## config.mk

```make
export PLATFORM = sky130hd
export DESIGN_NAME = mem_bus_arbiter_flat
export DESIGN_NICKNAME = d
export VERILOG_FILES = /design/src/rtl/mem_bus_arbiter_if.sv /design/src/rtl/mem_bus_arbiter.sv /design/src/flat_wrapper.sv
export SDC_FILE = /design/constraint.sdc
export NUM_CORES = 1
export LEC_CHECK = 0
export BUFFER_PORTS_ARGS = -buffer_cell sky130_fd_sc_hd__buf_2
export CAP_MARGIN = 15
export CORE_AREA = 2 2 200 202
export CTS_CLUSTER_SIZE = 14
export DETAILED_ROUTE_END_ITERATION = 10
export DIE_AREA = 0 0 202 204
export SYNTH_ARGS = -nofsm -noshare
export SYNTH_HDL_FRONTEND = slang
export SYNTH_SLANG_ARGS = --single-unit
export TNS_END_PERCENT = 20
```

## constraint.sdc

```tcl
create_clock -name clk -period 2.4 [get_ports clk]
set_clock_uncertainty 0.05 [all_clocks]
set_input_delay 0.24 -clock clk [delete_from_list [all_inputs] [get_ports clk]]
set_output_delay 0.24 -clock clk [all_outputs]
set_load 0.01 [all_outputs]
```

## src/rtl/mem_bus_arbiter_if.sv

```systemverilog
// rtl/mem_bus_arbiter_if.sv - fetch/data request ports and shared memory port of the bus arbiter
interface mem_bus_arbiter_if;
    logic        i_valid;
    logic [63:0] i_addr;
    logic        i_addr_ok;
    logic        i_data_ok;
    logic [31:0] i_data;

    logic        d_valid;
    logic [63:0] d_addr;
    logic [2:0]  d_size;
    logic [7:0]  d_strobe;
    logic [63:0] d_wdata;
    logic        d_addr_ok;
    logic        d_data_ok;
    logic [63:0] d_rdata;

    logic        m_valid;
    logic [63:0] m_addr;
    logic [2:0]  m_size;
    logic [7:0]  m_strobe;
    logic [63:0] m_wdata;
    logic        m_addr_ok;
    logic        m_data_ok;
    logic [63:0] m_rdata;

    // Arbiter view: takes requests from both stages, drives the memory port.
    modport master (
        input  i_valid, i_addr,
        output i_addr_ok, i_data_ok, i_data,
        input  d_valid, d_addr, d_size, d_strobe, d_wdata,
        output d_addr_ok, d_data_ok, d_rdata,
        output m_valid, m_addr, m_size, m_strobe, m_wdata,
        input  m_addr_ok, m_data_ok, m_rdata
    );

    modport slave (
        output i_valid, i_addr,
        input  i_addr_ok, i_data_ok, i_data,
        output d_valid, d_addr, d_size, d_strobe, d_wdata,
        input  d_addr_ok, d_data_ok, d_rdata,
        input  m_valid, m_addr, m_size, m_strobe, m_wdata,
        output m_addr_ok, m_data_ok, m_rdata
    );
endinterface

```

## src/rtl/mem_bus_arbiter.sv

```systemverilog
// rtl/mem_bus_arbiter.sv - shares one memory port between instruction fetch and the memory stage
module mem_bus_arbiter #(
    parameter bit D_PRIORITY = 1'b1,
    parameter int MAX_STARVE = 4
) (
    input  logic            clk,
    input  logic            rst,
    mem_bus_arbiter_if.master bus
);
    localparam int          SW         = (MAX_STARVE < 1) ? 1 : $clog2(MAX_STARVE + 1);
    localparam logic [SW-1:0] STARVE_MAX = SW'(MAX_STARVE);
    localparam logic [2:0]  I_SIZE     = 3'd2;

    typedef enum logic [1:0] {IDLE, GRANT_I, GRANT_D} state_t;

    state_t          state, state_nxt;
    logic            last_grant_d;
    logic [SW-1:0]   starve_cnt;
    logic            pick_d;
    logic [31:0]     i_word;

    always_comb begin
        pick_d = 1'b0;
        if (bus.d_valid && !bus.i_valid) begin
            pick_d = 1'b1;
        end else if (bus.d_valid && bus.i_valid) begin
            pick_d = D_PRIORITY ? (starve_cnt != STARVE_MAX) : !last_grant_d;
        end
    end

    always_comb begin
        state_nxt = state;
        case (state)
            IDLE: begin
                if (bus.i_valid || bus.d_valid) begin
                    state_nxt = pick_d ? GRANT_D : GRANT_I;
                end
            end
            GRANT_I, GRANT_D: begin
                // The grant is held until the memory answers, even if the requester lets go.
                if (bus.m_data_ok) begin
                    state_nxt = IDLE;
                end
            end
            default: state_nxt = IDLE;
        endcase
    end

    assign i_word = bus.i_addr[2] ? bus.m_rdata[63:32] : bus.m_rdata[31:0];

    always_comb begin
        bus.m_valid   = 1'b0;
        bus.m_addr    = '0;
        bus.m_size    = '0;
        bus.m_strobe  = '0;
        bus.m_wdata   = '0;
        bus.i_addr_ok = 1'b0;
        bus.i_data_ok = 1'b0;
        bus.i_data    = '0;
        bus.d_addr_ok = 1'b0;
        bus.d_data_ok = 1'b0;
        bus.d_rdata   = '0;
        case (state)
            GRANT_I: begin
                bus.m_valid   = bus.i_valid;
                bus.m_addr    = bus.i_addr;
                bus.m_size    = I_SIZE;
                bus.i_addr_ok = bus.m_addr_ok;
                bus.i_data_ok = bus.m_data_ok;
                bus.i_data    = i_word;
            end
            GRANT_D: begin
                bus.m_valid   = bus.d_valid;
                bus.m_addr    = bus.d_addr;
                bus.m_size    = bus.d_size;
                bus.m_strobe  = bus.d_strobe;
                bus.m_wdata   = bus.d_wdata;
                bus.d_addr_ok = bus.m_addr_ok;
                bus.d_data_ok = bus.m_data_ok;
                bus.d_rdata   = bus.m_rdata;
            end
            default: ;
        endcase
    end

    always_ff @(posedge clk or posedge rst) begin
        if (rst) begin
            state        <= IDLE;
            last_grant_d <= 1'b1;
            starve_cnt   <= '0;
        end else begin
            state <= state_nxt;
            // Starvation is counted per D grant that bypasses a waiting fetch.
            if (state == IDLE && state_nxt == GRANT_D) begin
                if (!bus.i_valid) begin
                    starve_cnt <= '0;
                end else if (starve_cnt != STARVE_MAX) begin
                    starve_cnt <= starve_cnt + SW'(1);
                end
            end else if (state == IDLE && state_nxt == GRANT_I) begin
                starve_cnt <= '0;
            end
            if (state != IDLE && bus.m_data_ok) begin
                last_grant_d <= (state == GRANT_D);
            end
        end
    end
endmodule
```

## src/flat_wrapper.sv

```systemverilog
// flat-port wrapper written by rule: the top's interface ports become plain ports
module mem_bus_arbiter_flat 
#(
    parameter bit D_PRIORITY = 1'b1,
    parameter int MAX_STARVE = 4
)
  (clk, rst, bus_i_valid, bus_i_addr, bus_i_addr_ok, bus_i_data_ok, bus_i_data, bus_d_valid, bus_d_addr, bus_d_size, bus_d_strobe, bus_d_wdata, bus_d_addr_ok, bus_d_data_ok, bus_d_rdata, bus_m_valid, bus_m_addr, bus_m_size, bus_m_strobe, bus_m_wdata, bus_m_addr_ok, bus_m_data_ok, bus_m_rdata);
  mem_bus_arbiter_if bus_i ();
  input  logic clk;
  input  logic rst;
  input wire logic [$bits(bus_i.i_valid)-1:0] bus_i_valid;
  input wire logic [$bits(bus_i.i_addr)-1:0] bus_i_addr;
  output wire logic [$bits(bus_i.i_addr_ok)-1:0] bus_i_addr_ok;
  output wire logic [$bits(bus_i.i_data_ok)-1:0] bus_i_data_ok;
  output wire logic [$bits(bus_i.i_data)-1:0] bus_i_data;
  input wire logic [$bits(bus_i.d_valid)-1:0] bus_d_valid;
  input wire logic [$bits(bus_i.d_addr)-1:0] bus_d_addr;
  input wire logic [$bits(bus_i.d_size)-1:0] bus_d_size;
  input wire logic [$bits(bus_i.d_strobe)-1:0] bus_d_strobe;
  input wire logic [$bits(bus_i.d_wdata)-1:0] bus_d_wdata;
  output wire logic [$bits(bus_i.d_addr_ok)-1:0] bus_d_addr_ok;
  output wire logic [$bits(bus_i.d_data_ok)-1:0] bus_d_data_ok;
  output wire logic [$bits(bus_i.d_rdata)-1:0] bus_d_rdata;
  output wire logic [$bits(bus_i.m_valid)-1:0] bus_m_valid;
  output wire logic [$bits(bus_i.m_addr)-1:0] bus_m_addr;
  output wire logic [$bits(bus_i.m_size)-1:0] bus_m_size;
  output wire logic [$bits(bus_i.m_strobe)-1:0] bus_m_strobe;
  output wire logic [$bits(bus_i.m_wdata)-1:0] bus_m_wdata;
  input wire logic [$bits(bus_i.m_addr_ok)-1:0] bus_m_addr_ok;
  input wire logic [$bits(bus_i.m_data_ok)-1:0] bus_m_data_ok;
  input wire logic [$bits(bus_i.m_rdata)-1:0] bus_m_rdata;
  assign bus_i.i_valid = bus_i_valid;
  assign bus_i.i_addr = bus_i_addr;
  assign bus_i_addr_ok = bus_i.i_addr_ok;
  assign bus_i_data_ok = bus_i.i_data_ok;
  assign bus_i_data = bus_i.i_data;
  assign bus_i.d_valid = bus_d_valid;
  assign bus_i.d_addr = bus_d_addr;
  assign bus_i.d_size = bus_d_size;
  assign bus_i.d_strobe = bus_d_strobe;
  assign bus_i.d_wdata = bus_d_wdata;
  assign bus_d_addr_ok = bus_i.d_addr_ok;
  assign bus_d_data_ok = bus_i.d_data_ok;
  assign bus_d_rdata = bus_i.d_rdata;
  assign bus_m_valid = bus_i.m_valid;
  assign bus_m_addr = bus_i.m_addr;
  assign bus_m_size = bus_i.m_size;
  assign bus_m_strobe = bus_i.m_strobe;
  assign bus_m_wdata = bus_i.m_wdata;
  assign bus_i.m_addr_ok = bus_m_addr_ok;
  assign bus_i.m_data_ok = bus_m_data_ok;
  assign bus_i.m_rdata = bus_m_rdata;
  mem_bus_arbiter #(.D_PRIORITY(D_PRIORITY), .MAX_STARVE(MAX_STARVE)) u_core (.clk(clk), .rst(rst), .bus(bus_i));
endmodule
```

# --- Yosys cells after proc, flatten, opt, wreduce, memory -nomap -nowiden ---
# Cells that the tools add are included.
totals:
  in_bits: 273
  out_inout_bits: 240
  ff_bits: 5
  elab_cells: 41
op_classes:
  reduce_logical: 10
  n_eq_ne: 6
  n_addsub: 1
  mux: 22
ops:
  columns: ["op", "n"]
  rows:
  - ["$mux W64", 2]
  - ["$pmux W64 S2", 1]
  - ["$mux W32", 2]
  - ["$mux W3", 4]
  - ["$mux W8", 1]
  - ["$mux W1", 6]
  - ["$mux W2", 3]
  - ["$ne A3 B3 Y1 const B", 2]
  - ["$pmux W3 S2", 1]
  - ["$eq A2 B1 Y1 const B", 2]
  - ["$eq A2 B2 Y1 const B", 2]
  - ["$logic_and A1 B1 Y1", 4]
  - ["$pmux W2 S2", 1]
  - ["$add A3 B1 Y3 const B", 1]
  - ["$logic_not A2 Y1", 1]
  - ["$pmux W1 S2", 1]
  - ["$reduce_and A2 Y1", 1]
  - ["$reduce_bool A2 Y1", 1]
  - ["$reduce_or A2 Y1", 1]
  - ["$logic_not A1 Y1", 1]
  - ["$logic_or A1 B1 Y1", 1]

# --- Depth between registers and ports, before layout ---
logic_depth:
  depth_word: 10
  mapped_depth: 7
  ltp_nobuf: 7

# --- Least setup slack after synthesis ---
# OpenSTA, ideal clock, no wires.
synth_timing:
  path_kind: "register -> output"
  startpoint: "register u_core.state[0]"
  endpoint: "output port bus_m_addr[0]"
  arrival_time_ps: 1449
  stages_incl_launch_ff: 6
  n_path_buf: 2
  setup_slack_ps: 661
  required_time_ps: 2110
  cell_sequence: "dfrtp_1 inv_1 ha_1 clkbuf_1 clkbuf_1 nor2b_1"
synth_between:
  elab_chain_len: 2
  word_cells_on_any_way: 3
  cone_classes: "eq/ne: 2; mux: 1"
synth_rtl:
  columns: ["element", "line_no", "source"]
  rows:
  - ["from (decl)", "mem_bus_arbiter.sv:16", "state_t state, state_nxt;"]
  - ["from (signal assigned)", "mem_bus_arbiter.sv:92", "state <= state_nxt;"]
  - ["$eq A2 B2 Y1 or $eq A2 B1 Y1 (tied branches)", null, null]
  - ["$pmux W64 S2 *", "mem_bus_arbiter.sv:63", "case (state)"]
  - ["to (decl)", "flat_wrapper.sv:25", "output wire logic [$bits(bus_i.m_addr)-1:0] bus_m_addr;"]
# Every way passes the cells marked *; elsewhere a longest branch is shown, timed or not.

# --- Worst setup path after layout ---
layout_timing:
  startpoint: "register u_core.state[1]"
  endpoint: "output port bus_m_addr[58]"
# The elaborated chain is that of the path after synthesis.

==> impl_metrics.py <==
metrics = {
    "global_route": {
        "grt_pass1_wl_um": 29900,
        "grt_usage": 0.0972,
        "grt_antenna_before_repair": 15,
        "grt_max_degree": 135,
        "grt_pass1_vias": 4789,
        "grt_overflow": 0,
    },
    "routing": {
        "antenna_left": 0,
        "routedWlPerCell_um": 16.1,
        "drt_iter0_drc": 308,
        "viasPerCell": 3.51,
        "drc": 0,
        "wl_um": 23200,
        "firstDrtPassIters": 4,
        "route.vias.total": 5059,
    },
    "critical_path": {
        "path_cells": "inv_1 > ha_4 > buf_12 > a22oi_1 > nor2b_1 > buf_2",
        "crit_slowest_cell": "dfrtp_1",
        "end_kind": "output pin",
        "arrival_ns": 1.96,
        "crit_path_start_kind": "flip-flop",
        "critPathMaxStageDelay_ns": 0.44,
        "path_buf_inv": 3,
        "crit_type": "reg2out",
        "cp.required_ns": 2.11,
        "cp_max_fo": 35,
        "crit_family": "buffers and inverters",
    },
    "clock_network": {
        "cts_root_buf": "clkbuf_16",
        "path_clk_slew_ns": 0.03,
        "numCtsBuffers": 3,
        "h-tree-depth": 1,
        "clock_path_buffers": 2,
        "cts_tree": "built",
        "clock_latency_ns": 0.22,
        "cts.sinks": 5,
    },
    "cells_and_area": {
        "final_common_cell": "buf_2",
        "area_delta_synth_final_pct": 115,
        "final_nets": 1189,
        "layout-drive-gt1-share": 0.592,
        "final_cell_mix": "buf_2, and2_1, nor2b_1",
        "design_area_sq_um": 6290,
    },
    "hold_path": {
        "hp-class": "in2reg",
    },
    "floorplan": {
        "die_h_um": 204,
        "dieArea_sq_um": 41200,
        "io_pins": 513,
        "core_sq_um": 39200,
        "rows": 73,
        "die_x_um": 202,
        "initial_core_util": 0.0748,
    },
    "sta": {
        "slew_violations": 0,
        "slew_headroom": 0.713,
        "clock.fmax_ghz": 0.444,
        "finalHoldViolCount": 0,
        "period_minus_slack_ns": 2.25,
        "fin_hold_ws_ns": 0.388,
        "worst_pin_slew_ns": 0.431,
        "setup_viol": 0,
        "period_share": 0.939,
        "setup_ws_ns": 0.148,
    },
    "flow_run": {
        "maxCapViolations": 0,
    },
    "pwr": {
        "powerDensity_nw_per_um2": 997,
        "p_total_mw": 6.28,
        "ir_worst_vdd_mv": 0.461,
        "cellLeakagePower_nw": 3.50,
    },
    "synthesis": {
        "syn_avg_cell_area_sq_um": 6.86,
        "synth_cells": 427,
        "ys_seq_area_frac": 0.0427,
        "synth_area_sq_um": 2930,
        "yosys_warnings": 0,
        "ys_types": 29,
        "synth-seq-cells": 5,
        "syn-num-nets": 706,
    },
    "place": {
        "dpl_worst_slack_ns": 0.251,
        "gp_congestion": 0.861,
        "placed_area_sq_um": 6140,
        "port_buffers": 512,
        "dp_hpwl_um": 19800,
    },
    "run_status": {
        "outcome": "finished clean",
    },
}
==> routing by layer <==
| layer | vias up | global-route usage | wire length, um |
|---|---|---|---|
| met2 | 342 | 0.178 | 11500 |
| met5 | - | 0 | 103 |
| met3 | 36 | 0.0266 | 2240 |
| li1 | 2400 | - | - |
| met4 | 14 | 0.0302 | 652 |
| met1 | 2267 | 0.109 | 8760 |
==> per-stage QoR <==
step | TNS [ns] | utilization | cells
floorplan | 0 | - | 427
global placement | 0 | 0.157 | 1427
detailed placement | 0 | 0.157 | 1427
CTS | 0 | 0.159 | 1432
global route | -0.000812 | 0.160 | 1436
finish | 0 | 0.161 | 1442
==> registers in the layout, indices dropped and copies added (netlist names) <==
| signal | cells |
|---|---|
| u_core.starve_cnt | 3 |
| u_core.state | 2 |
==> worst paths after layout <==
path	startpoint	end	slack [ns]	cells after the start
min in group asynchronous	rst	u_core.starve_cnt[0]	0.40	3
min	bus_d_valid	u_core.starve_cnt[2]	0.39	5
max reg2reg	u_core.state[0]	u_core.starve_cnt[0]	0.47	7
min reg2reg	u_core.starve_cnt[0]	u_core.starve_cnt[0]	0.49	1
max in group asynchronous	rst	u_core.state[1]	1.73	3
max	u_core.state[1]	bus_m_addr[58]	0.15	6
==> kinds of logic after synthesis <==
family | count (synthesis) | share of synthesized area
simple gates | 256 | 0.548
mux | 32 | 0.109
buf+inv | 51 | 0.0679
compound gates | 77 | 0.207
fa+ha+maj | 6 | 0.0256
flops | 5 | 0.0427
==> cell usage after synthesis <==
master	n	share of area
dfrtp_1	5	0.043
nand2b_1	2	0.0043
and2_1	142	0.30
a311oi_2	1	0.0051
ha_1	6	0.026
o2bb2ai_2	1	0.0051
nand2_1	1	0.0013
and2b_1	1	0.0026
a22oi_1	66	0.17
nand4_1	1	0.0021
a211oi_1	1	0.0026
nor2b_4	1	0.0047
o2bb2ai_1	1	0.0030
buf_2	6	0.010
mux2i_1	32	0.11
and3_1	1	0.0021
a21oi_1	2	0.0034
inv_1	6	0.0077
and4_2	1	0.0034
buf_1	2	0.0026
and2_2	1	0.0026
a21oi_2	1	0.0030
o21ai_2	2	0.0060
and3_4	1	0.0038
clkbuf_1	37	0.047
nor2_1	5	0.0064
nor2b_1	99	0.21
o311ai_1	1	0.0030
a21boi_4	1	0.0064
==> layout make-up <==
class                      count  area (sq um)
antenna                        8          20.0
fill                        4490         32900
clock buffer                   4          78.8
tap                          525           657
multi-input combinational    371          2630
timing repair buffer         523          2760
inverter                       6          22.5
sequential                     5           125
==> what timing repair did <==
item,CTS,global route
resized for setup,0,1
hold endpoints to repair,5,0
hold buffers,1,0
setup endpoints to repair,0,28
buffers inserted,0,1
==> worst min-delay path: cells and delay by family <==
kind / cells / cell delay, ns
compound gates: 2 / 0.09
buf+inv: 1 / 0.13
simple gates: 2 / 0.15
==> power breakdown <==
| group | switching, mW | internal [mW] | total (mW) |
|---|---|---|---|
| clock network | 0.0509 | 0.220 | 0.271 |
| logic | 3.23 | 2.59 | 5.82 |
| registers | 0.0632 | 0.126 | 0.189 |
| total | 3.34 | 2.93 | 6.28 |
Note: power is estimated with default switching activity, not from simulation.
